## config.mk

```make
export PLATFORM = sky130hd
export DESIGN_NAME = conv_job_scheduler
export DESIGN_NICKNAME = d
export VERILOG_FILES = /design/src/rtl/conv_job_scheduler.sv
export SDC_FILE = /design/constraint.sdc
export NUM_CORES = 1
export LEC_CHECK = 0
export ABC_AREA = 1
export BUFFER_PORTS_ARGS = -buffer_cell sky130_fd_sc_hd__buf_2
export CORE_MARGIN = 5
export CORE_UTILIZATION = 51
export DETAILED_ROUTE_END_ITERATION = 6
export PLACE_DENSITY = 0.77
export SLEW_MARGIN = 20
export SYNTH_ARGS = -nofsm -noshare
export SYNTH_HDL_FRONTEND = slang
export SYNTH_SLANG_ARGS = --single-unit
```

## constraint.sdc

```tcl
create_clock -name clk -period 2.82 [get_ports clk]
set_input_delay 0.564 -clock clk [delete_from_list [all_inputs] [get_ports clk]]
set_output_delay 0.564 -clock clk [all_outputs]
set_load 0.1 [all_outputs]
```

## src/rtl/conv_job_scheduler.sv

```systemverilog
// conv_job_scheduler: job FIFO feeding controller_fsm one job at a time; CONV_JOB_SCHED_CYCLE_COUNT_EN adds a saturating job cycle counter.
// Latency: push->ctrl_start 2 cycles; backpressure: job_ready = !full, completion record held until done_ready.
module conv_job_scheduler #(
  parameter int QUEUE_DEPTH      = 4,
  parameter int LOG2_QUEUE_DEPTH = 2,
  parameter int ID_WIDTH         = 8,
  parameter int CFG_WIDTH        = 32,
  parameter int START_TIMEOUT    = 16
) (
  input  logic                        clk,
  input  logic                        arst_n_in,
  input  logic                        job_valid,
  output logic                        job_ready,
  input  logic [ID_WIDTH-1:0]         job_id,
  input  logic [CFG_WIDTH-1:0]        job_cfg,
  output logic                        ctrl_start,
  input  logic                        ctrl_running,
  output logic [CFG_WIDTH-1:0]        ctrl_cfg,
  output logic                        done_valid,
  input  logic                        done_ready,
  output logic [ID_WIDTH-1:0]         done_id,
  output logic                        done_err,
  output logic [31:0]                 done_cycles,
  output logic                        busy,
  output logic [LOG2_QUEUE_DEPTH:0]   queue_level
);

  localparam logic [2:0] S_IDLE     = 3'd0;
  localparam logic [2:0] S_LAUNCH   = 3'd1;
  localparam logic [2:0] S_WAIT_RUN = 3'd2;
  localparam logic [2:0] S_RUN      = 3'd3;
  localparam logic [2:0] S_REPORT   = 3'd4;

  localparam int TW = $clog2(START_TIMEOUT);
  localparam logic [TW-1:0] TIMEOUT_LAST = TW'(START_TIMEOUT - 1);
  localparam logic [LOG2_QUEUE_DEPTH:0] LEVEL_FULL = (LOG2_QUEUE_DEPTH + 1)'(QUEUE_DEPTH);

  logic [2:0]                        state;
  logic [ID_WIDTH+CFG_WIDTH-1:0]     mem [QUEUE_DEPTH];
  logic [LOG2_QUEUE_DEPTH-1:0]       wr_ptr;
  logic [LOG2_QUEUE_DEPTH-1:0]       rd_ptr;
  logic [LOG2_QUEUE_DEPTH:0]         level;
  logic [TW-1:0]                     tmo_cnt;
  logic                              push;
  logic                              pop;
  logic [ID_WIDTH-1:0]               head_id;
  logic [CFG_WIDTH-1:0]              head_cfg;

  assign job_ready   = (level != LEVEL_FULL);
  assign push        = job_valid && job_ready;
  assign pop         = (state == S_IDLE) && (level != '0);
  assign {head_id, head_cfg} = mem[rd_ptr];

  assign ctrl_start  = (state == S_LAUNCH);
  assign done_valid  = (state == S_REPORT);
  assign busy        = (state != S_IDLE);
  assign queue_level = level;

  // Storage is not reset; the pointers and level alone define validity.
  always_ff @(posedge clk) begin
    if (push) mem[wr_ptr] <= {job_id, job_cfg};
  end

  always_ff @(posedge clk or negedge arst_n_in) begin
    if (!arst_n_in) begin
      wr_ptr <= '0;
      rd_ptr <= '0;
      level  <= '0;
    end else begin
      if (push) wr_ptr <= wr_ptr + 1'b1;
      if (pop)  rd_ptr <= rd_ptr + 1'b1;
      case ({push, pop})
        2'b10:   level <= level + 1'b1;
        2'b01:   level <= level - 1'b1;
        default: level <= level;
      endcase
    end
  end

  always_ff @(posedge clk or negedge arst_n_in) begin
    if (!arst_n_in) begin
      state    <= S_IDLE;
      ctrl_cfg <= '0;
      done_id  <= '0;
      done_err <= 1'b0;
      tmo_cnt  <= '0;
    end else begin
      case (state)
        S_IDLE: begin
          if (pop) begin
            ctrl_cfg <= head_cfg;
            done_id  <= head_id;
            done_err <= 1'b0;
            tmo_cnt  <= '0;
            state    <= S_LAUNCH;
          end
        end
        S_LAUNCH: state <= S_WAIT_RUN;
        S_WAIT_RUN: begin
          if (ctrl_running) begin
            state <= S_RUN;
          end else if (tmo_cnt == TIMEOUT_LAST) begin
            done_err <= 1'b1;
            state    <= S_REPORT;
          end else begin
            tmo_cnt <= tmo_cnt + 1'b1;
          end
        end
        S_RUN: begin
          if (!ctrl_running) state <= S_REPORT;
        end
        S_REPORT: begin
          if (done_ready) state <= S_IDLE;
        end
        default: state <= S_IDLE;
      endcase
    end
  end

`ifdef CONV_JOB_SCHED_CYCLE_COUNT_EN
  logic [31:0] cyc_cnt;

  always_ff @(posedge clk or negedge arst_n_in) begin
    if (!arst_n_in) begin
      cyc_cnt <= '0;
    end else if (pop) begin
      cyc_cnt <= '0;
    end else if (((state == S_LAUNCH) || (state == S_WAIT_RUN) || (state == S_RUN)) &&
                 (cyc_cnt != 32'hFFFF_FFFF)) begin
      cyc_cnt <= cyc_cnt + 32'd1;
    end
  end

  assign done_cycles = cyc_cnt;
`else
  assign done_cycles = '0;
`endif

endmodule

```

### After elaboration in Yosys (flattened, before gate mapping)

Memory sizes are Yosys's and may differ from the RTL's. A register that Yosys moved wholly into a read port is not among the register bits.
Index checks and enable logic that the tools add are counted.
Widths: inputs -> output; s select.

| operators by class | value |
|---|---|
| eq/ne operators | 15 |
| muxes and demuxes | 17 |
| reductions and logical operators | 12 |
| $add $sub $neg | 5 |

Operators with widths:

| kind | number |
|---|---|
| $mux 3 | 5 |
| $pmux 3 s5 | 1 |
| $mux 4 | 3 |
| $reduce_and 4->1 | 3 |
| $ne 2x2->1 const B | 5 |
| $pmux 4 s2 | 1 |
| $eq 3x2->1 const B | 2 |
| $ne 3x3->1 const B | 2 |
| $pmux 3 s2 | 1 |
| $reduce_bool 3->1 | 2 |
| $mux 1 | 5 |
| $add 2x1->2 const B | 2 |
| $add 4x1->4 const B | 1 |
| $eq 4x4->1 const B | 1 |
| $reduce_bool 2->1 | 2 |
| $add 3x1->3 const B | 1 |
| $eq 3x1->1 const B | 1 |
| $eq 3x3->1 const B | 1 |
| $logic_not 3->1 | 1 |
| $sub 3x1->3 const B | 1 |
| $eq 2x1->1 const B | 1 |
| $eq 2x2->1 const B | 1 |
| $logic_and 1x1->1 | 2 |
| $ne 2x1->1 const B | 1 |
| other kinds (3) | 3 |

| word-level totals | value |
|---|---|
| RAM bits | 160 |
| output and inout port bits | 80 |
| word-level logic and storage cells | 56 |
| bits of input ports | 45 |
| flip-flop bits (word level) | 15 |
| memories kept | 1 |

Memory list:

| name | words | width | rd ports | clocked after Yosys merged registers in | wr ports | line | text |
|---|---|---|---|---|---|---|---|
| mem | 4 | 40 | 1 | 1 | 1 | 39 | `logic [ID_WIDTH+CFG_WIDTH-1:0] mem [QUEUE_DEPTH];` |

### Logic depth before layout (Yosys ltp)

Gate-level depths: netlist (run 1).

| logic depth | value |
|---|---|
| word-level depth | 4 |
| gate-level depth with buffers | 13 |
| depth with buffers taken out | 11 |

### Worst setup path after synthesis (run 1)

Ideal clock, no wire load.

| timing | value |
|---|---|
| path type | reg-to-reg |
| start | register level[0] (netlist: queue_level[0]) |
| end | memory mem[0][0] in the netlist's numbering (enable) |
| data arrival time | 4.136 ns |
| library setup time | 0.438 ns |
| stages on the path, launching flop included | 5 |
| path slack | -1.753 ns |
| cells stage by stage | dfrtp_1 > inv_1 > nand3_1 > nand2_1 > nor2_1 |

| between the ends | value |
|---|---|
| longest elaborated chain between the ends | 4 |

RTL lines:

| item | line | text |
|---|---|---|
| from (decl) | 42 | `logic [LOG2_QUEUE_DEPTH:0] level;` |
| from (signal assigned) | 73 | `2'b10: level <= level + 1'b1;` |
| from (signal assigned) | 74 | `2'b01: level <= level - 1'b1;` |
| from (signal assigned) | 75 | `default: level <= level;` |
| $ne 3x3->1 | 49 | `assign job_ready = (level != LEVEL_FULL);` |
| net job_ready | 13 | `output logic job_ready,` |
| $logic_and 1x1->1 | 50 | `assign push = job_valid && job_ready;` |
| $mux 1 | 61 | `if (push) mem[wr_ptr] <= {job_id, job_cfg};` |
| $mux 1 (not written as such) | 61 |  |
| to (decl) | 39 |  |

The timed path passes the listed nets, and every way through them passes these cells.

### Worst setup path after layout (run 1)

| timing | value |
|---|---|
| start | register state[1] |
| end | output port ctrl_start |

| between the ends | value |
|---|---|
| longest elaborated chain between the ends | 1 |

RTL lines:

| item | line | text |
|---|---|---|
| from (decl) | 38 | `logic [2:0] state;` |
| from (signal assigned) | 82 | `state <= S_IDLE;` |
| from (signal assigned) | 95 | `state <= S_LAUNCH;` |
| from (signal assigned) | 98 | `S_LAUNCH: state <= S_WAIT_RUN;` |
| $eq 3x1->1 | 54 | `assign ctrl_start = (state == S_LAUNCH);` |
| to (decl) | 16 | `output logic ctrl_start,` |

Every way passes these cells.

==> impl_results.md, run 1 <==
* FFs w/ async S/R, synth at 0.256
* R2R depth at 9
* Tcrit/Tclk final at 0.793
* Area delta synth->final at 16.9%
* CTS Buffer Depth at 3
* Max Fanout on Critical Path at 10
* Seq cells post-synth at 215
* Row Count at 47
* Clk root buf: clkbuf_16
* CTS Buf Count at 21
* Worst hold path class: in -> async
* Pins Over Slew Limit at 0
* Post-synth top area share at 0.561
* Total gr overflow at 0
* Final setup vio count at 0
* Drt total wl at 17.2 mm
* Most frequent cells in the layout: 160 x edfxtp_1, 144 x nand2_1, 92 x buf_2, 91 x nor2_1, 72 x o21ai_0
* Critical Path Start Type: flop
* CP endpoint kind: output pin
* Status: completed
* Max Clock Freq at 447 MHz
* Antenna Cells at 0
* Leading post-synthesis cells by cell area: edfxtp_1 56%, dfrtp_1 16%, nand2_1 6.4%, o21ai_0 4.2%, nor2_1 4.2%
* Avg Inst Size Synth at 12.1 um^2
* Setup TNS at 0 ns
* Initial antenna violation count at 2
* Post-CTS setup repair buffer count at 0
* Worst path bufs/invs at 1
* Die X at 140 um
* Instance count of the mapped netlist at 706
* Final Util at 0.606
* Ys Warns at 0
* Post_cts resized at 0
* DRT Pass-1 Iters at 5
* Post-DP HPWL at 10.2 mm
* Synth area leader: edfxtp_1
* Max_slew headroom at 0.467
* Clock sink count at 215
* Ports at 125
* Vias per cell at 5.17
* Post-synth EDFFs at 160
* Slowest stage cell, crit path: dfrtp_1
* First-pass GRT wire length at 27.2 mm
* Core Area at 16,500 um^2
* Yosys cell types at 30
* Die Y at 140 um
* Top_reg_cell synth: edfxtp_1
* Starting Density at 0.518
* Final hold violation count at 0
* Delay of the slowest cell on the worst path at 0.50 ns
* Initial drt markers at 375
* WP depth at 2
* Tot GR Track Use at 0.173
* DRC at 0
* Share of layout cells above drive strength 1 at 0.204
* Clock latency on the worst-skew pair at 0.50 ns
* Final GP Congestion at 0.783
* CTS tree: done
* Die ar. at 19,500 um^2
* Final net count at 852
* Worst-path cell chain: nor3_2 -> buf_2
* Dpl ws at 0.665 ns
* Post-synthesis sequential area ratio at 0.722
* RSZ-0062 raised after global routing: false
* Worst path required time at 2.26 ns
* ANT nets after route at 0
* Min Tclk post-route at 2.24 ns
* WS Path Type: reg -> out
* Clock transition at the registers of the reported paths at 0.07 ns
* CTS H-tree depth at 1
* Commonest non-fill, non-tap cell in the layout: edfxtp_1
* WL per Instance at 16.6 um
* Max Cap Violations at 0
* Worst Skew at 0.00720 ns
* Fillcell total at 1,293
* Number of global-route vias before repair at 5,344
* Actual slew at the worst max-slew pin at 0.799 ns
* Synthesized area at 8560 um^2
* Final Worst Setup Slack at 0.585 ns
* # hold bufs at CTS at 0
* Cell class contributing the biggest share of worst-path delay: flip-flops
* PortBufs at 92
* WP data arrival at 1.67 ns
* Largest net degree at the start of global routing at 82
* Via count at 5,347
[worst paths after layout]
path,from,endpoint,slack [ns]
worst max-delay path,state[1]$_DFFE_PN0P_,ctrl_start,0.58
worst min-delay path,arst_n_in,queue_level[2]$_DFFE_PN0P_,0.11
worst max register to register,queue_level[0]$_DFFE_PN0P_,queue_level[2]$_DFFE_PN0P_,0.68
worst min register to register,done_err$_DFFE_PN0P_,done_err$_DFFE_PN0P_,0.46
max in group asynchronous,arst_n_in,rd_ptr[0]$_DFFE_PN0P_,2.10
min in group clk,job_id[1],mem[1][33]$_DFFE_PP_,0.28
[layer usage]
layer,part of all wire,up-vias,GRT usage
met3,0.072,32,0.0346
met5,0.0012,-,0
met4,0.019,4,0.0474
met2,0.49,168,0.291
met1,0.42,2584,0.232
li1,-,2559,-
[Yosys cell counts, types with 3 or more instances]
cell / count
clkbuf_2: 5
nand2_1: 145
buf_4: 32
xor2_1: 3
dfrtp_1: 55
nor3_1: 3
a21oi_1: 4
o22ai_1: 40
buf_6: 4
nand3_1: 9
inv_2: 3
o21ai_1: 10
inv_1: 19
edfxtp_1: 160
o21ai_0: 72
clkbuf_1: 8
buf_2: 17
nor2_1: 95
ha_1: 6
[cell families after synthesis]
| group | count (synthesis) | synth area share |
|---|---|---|
| AND/OR/NAND/NOR | 262 | 0.121 |
| buffers and inverters | 89 | 0.0601 |
| XOR/XNOR | 5 | 0.00512 |
| other | 1 | 0.000438 |
| adder cells (fa/ha/maj) | 7 | 0.0111 |
| flip-flops | 215 | 0.722 |
| AO/OA/AOI/OAI | 127 | 0.0804 |
[flip-flops by register name, indices dropped and copies added, names as in the netlist]
register and flops:
tmo_cnt 4, ctrl_cfg 32, mem 160, queue_level 3, done_id 8, done_err 1
state 3, wr_ptr 2, rd_ptr 2
[final cells by class]
| type | count | area [um^2] | share of cell area |
|---|---|---|---|
| Clock buffer | 22 | 529 | 0.0529 |
| Clock inverter | 16 | 262 | 0.0261 |
| Sequential cell | 215 | 6190 | 0.618 |
| Tap cell | 220 | 275 | 0.0275 |
| Multi-Input combinational cell | 433 | 2040 | 0.203 |
| Timing Repair Buffer | 106 | 628 | 0.0628 |
| Inverter | 23 | 88.8 | 0.00888 |
[worst reg2reg max path, cell delays in order (launching register included)]
cell,delay (ns)
dfrtp_2,0.42
inv_1,0.16
nand3_4,0.09
nand2_2,0.27
ha_1,0.20
inv_1,0.07
fa_1,0.38
a21oi_1,0.15
o21ai_0,0.12
xor2_1,0.16
[per-stage QoR]
| step | instances | instance area (um^2) | hold slack (ns) |
|---|---|---|---|
| 6_report | 1035 | 10000 | 0.111 |
| 3_3_place_gp | 997 | 9220 | 0.453 |
| 3_5_place_dp | 997 | 9220 | 0.454 |
| 2_1_floorplan | 737 | 8730 | 0.268 |
| 4_1_cts | 1035 | 10000 | 0.127 |
| 5_1_grt | 1035 | 10000 | 0.175 |
Power of run 1 is not shown: default switching activity piles up to over one toggle a cycle in this logic, so the estimate is an artifact.
==> run 2, diff against run 1 <==
--- a/config.mk
+++ b/config.mk
@@ -5,12 +5,12 @@
 export SDC_FILE = /design/constraint.sdc
 export NUM_CORES = 1
 export LEC_CHECK = 0
-export ABC_AREA = 1
+export ABC_AREA = 0
 export BUFFER_PORTS_ARGS = -buffer_cell sky130_fd_sc_hd__buf_2
 export CORE_MARGIN = 5
-export CORE_UTILIZATION = 51
+export CORE_UTILIZATION = 57
 export DETAILED_ROUTE_END_ITERATION = 6
-export PLACE_DENSITY = 0.77
+export PLACE_DENSITY = 0.82
 export SLEW_MARGIN = 20
 export SYNTH_ARGS = -nofsm -noshare
 export SYNTH_HDL_FRONTEND = slang
==> constraint.sdc (replaced) <==
create_clock -name clk -period 2.3 [get_ports clk]
set_input_delay 0.46 -clock clk [delete_from_list [all_inputs] [get_ports clk]]
set_output_delay 0.46 -clock clk [all_outputs]
set_load 0.1 [all_outputs]
==> impl_results.md, run 2 <==
* Seq cells post-synth at 215
* Die X at 132 um
* Max Cap Violations at 0
* Ys Warns at 0
* Tcrit/Tclk final at 0.975
* DRC at 0
* Status: completed
* Instance count of the mapped netlist at 412
* WL per Instance at 20.7 um
* Most frequent cells in the layout: 160 x edfxtp_1, 92 x buf_2, 50 x dfrtp_1, 40 x mux4_2, 37 x mux2_4
* CP endpoint kind: output pin
* DRT Pass-1 Iters at 4
* Final hold violation count at 0
* Clock transition at the registers of the reported paths at 0.06 ns
* CTS tree: done
* Worst hold path endpoint: state[2]$_DFFE_PN0P_
* Min Tclk post-route at 2.24 ns
* PortBufs at 92
* ANT nets after route at 0
* FFs w/ async S/R, synth at 0.256
* Fillcell total at 968
* Critical Path Start Type: flop
* Post-synthesis sequential area ratio at 0.723
* Final GP Congestion at 0.812
* Pins Over Slew Limit at 0
* Final net count at 576
* R2R Setup Slk at 0.10 ns
* R2R depth at 9
* Max_slew headroom at 0.562
* Die ar. at 17,500 um^2
* Top_reg_cell synth: edfxtp_1
* Worst Skew at 0.00979 ns
* Top flop regs: mem x160, ctrl_cfg x32, done_id x8
* Delay of the slowest cell on the worst path at 0.47 ns
* Max reg flops at 160
* Commonest non-fill, non-tap cell in the layout: edfxtp_1
* Clock sink count at 215
* Die Y at 132 um
* Dpl ws at 0.0981 ns
* Worst R2R Start: queue_level[0]$_DFFE_PN0P_
* Worst hold start: done_ready
* Slowest stage cell, crit path: dfrtp_1
* Leading post-synthesis cells by cell area: edfxtp_1 56%, dfrtp_1 16%, mux4_2 11%, mux2_4 6.5%, buf_4 2.9%
* Post-DP HPWL at 8.85 mm
* Top reg by flops: mem
* Cell class contributing the biggest share of worst-path delay: flip-flops
* First-pass GRT wire length at 24.1 mm
* Reg-to-Reg End: queue_level[2]$_DFFE_PN0P_
* Row Count at 44
* Post-CTS setup repair buffer count at 0
* Avg Inst Size Synth at 20.7 um^2
* Setup TNS at 0 ns
* Synthesized area at 8550 um^2
* Actual slew at the worst max-slew pin at 0.657 ns
* Final Worst Setup Slack at 0.0573 ns
* Max Clock Freq at 446 MHz
* Tot GR Track Use at 0.174
* WP data arrival at 1.78 ns
* Ports at 125
* Total gr overflow at 0
* Vias per cell at 5.51
* Worst-path cell chain: nor3_2 -> inv_1 -> buf_2
* Post-synth EDFFs at 160
* Area delta synth->final at 16.0%
* Initial antenna violation count at 1
* Largest net degree at the start of global routing at 43
* Worst path bufs/invs at 2
* Yosys cell types at 44
* WP depth at 3
* Top-count cell post-synth: edfxtp_1
* CTS Buffer Depth at 3
* WS Path Type: reg -> out
* Worst hold path class: in -> reg
* Max Fanout on Critical Path at 8
* Clk root buf: clkbuf_16
* Synth area leader: edfxtp_1
* CTS H-tree depth at 1
* Hold path depth at 2
* Clock latency on the worst-skew pair at 0.50 ns
* Post-synth top area share at 0.562
* Commonest cells in the netlist: 160 x edfxtp_1, 55 x dfrtp_1, 40 x mux4_2, 37 x mux2_4, 33 x buf_4
* Worst path required time at 1.84 ns
* Final setup vio count at 0
* Via count at 4,003
* Drt total wl at 15.0 mm
* Share of layout cells above drive strength 1 at 0.438
* Initial drt markers at 194
* Starting Density at 0.584
* Number of global-route vias before repair at 4,425
* CTS Buf Count at 23
* Core Area at 14,600 um^2
* RSZ-0062 raised after global routing: true
[run 2: worst register-to-register path, delay by kind of cell, from the launching register on]
| family | cells | cell delay (ns) |
|---|---|---|
| xor gates and xnor gates | 2 | 0.28 |
| adders and majority gates | 2 | 0.50 |
| buffers and inverters | 2 | 0.10 |
| DFF | 1 | 0.51 |
| and+or+nand+nor | 3 | 0.73 |
[run 2: per-layer routing]
metal	vias to the layer above	share of wire	track usage
met5	-	0.00047	0
met1	2057	0.42	0.224
li1	1781	-	-
met3	29	0.063	0.0437
met2	134	0.50	0.303
met4	2	0.016	0.0398
[run 2: layout make-up]
| class | count | area, um^2 | share of cell area |
|---|---|---|---|
| sequential | 215 | 6190 | 0.625 |
| clock inverter | 13 | 116 | 0.0117 |
| multi-input combinational | 171 | 2100 | 0.212 |
| timing repair buffer | 103 | 596 | 0.0601 |
| antenna | 2 | 5.00 | 0.000505 |
| inverter | 10 | 40.0 | 0.00404 |
| clock buffer | 29 | 628 | 0.0634 |
| tap | 184 | 230 | 0.0232 |
[run 2: repair_timing]
item	in CTS	in global routing
hold buffers	1	0
resized for setup	0	0
endpoints found under the hold margin	21	0
endpoints found under the setup margin	0	2
[run 2: per-stage QoR]
stage	hold slack [ns]	area [um^2]	utilization	cells
after floorplan	0.164	8700	-	443
after global placement	0.470	9160	0.625	682
after detailed placement	0.488	9160	0.625	682
after CTS	0.143	9910	0.677	725
after global routing	0.150	9910	0.677	725
final	0.166	9910	0.677	727
[run 2: worst max path at each step]
stage | from | end | slack, ns
after global placement | queue_level[0]$_DFFE_PN0P_ | queue_level[2]$_DFFE_PN0P_ | 0.16
after detailed placement | queue_level[0]$_DFFE_PN0P_ | queue_level[2]$_DFFE_PN0P_ | 0.1
after floorplan | queue_level[0]$_DFFE_PN0P_ | queue_level[2]$_DFFE_PN0P_ | -0.20
after CTS | state[0]$_DFFE_PN0P_ | busy | 0.04
final | state[0]$_DFFE_PN0P_ | busy | 0.06
after global routing | state[0]$_DFFE_PN0P_ | busy | -0.02
[run 2: cells by family after synthesis]
family | share of synthesized area
other cells | 0.000439
xor+xnor | 0.00615
compound gates | 0.0116
flops | 0.723
buf+inv | 0.0470
fa+ha+maj | 0.0111
mux | 0.178
simple gates | 0.0224
Power of run 2 is left out for the same reason.
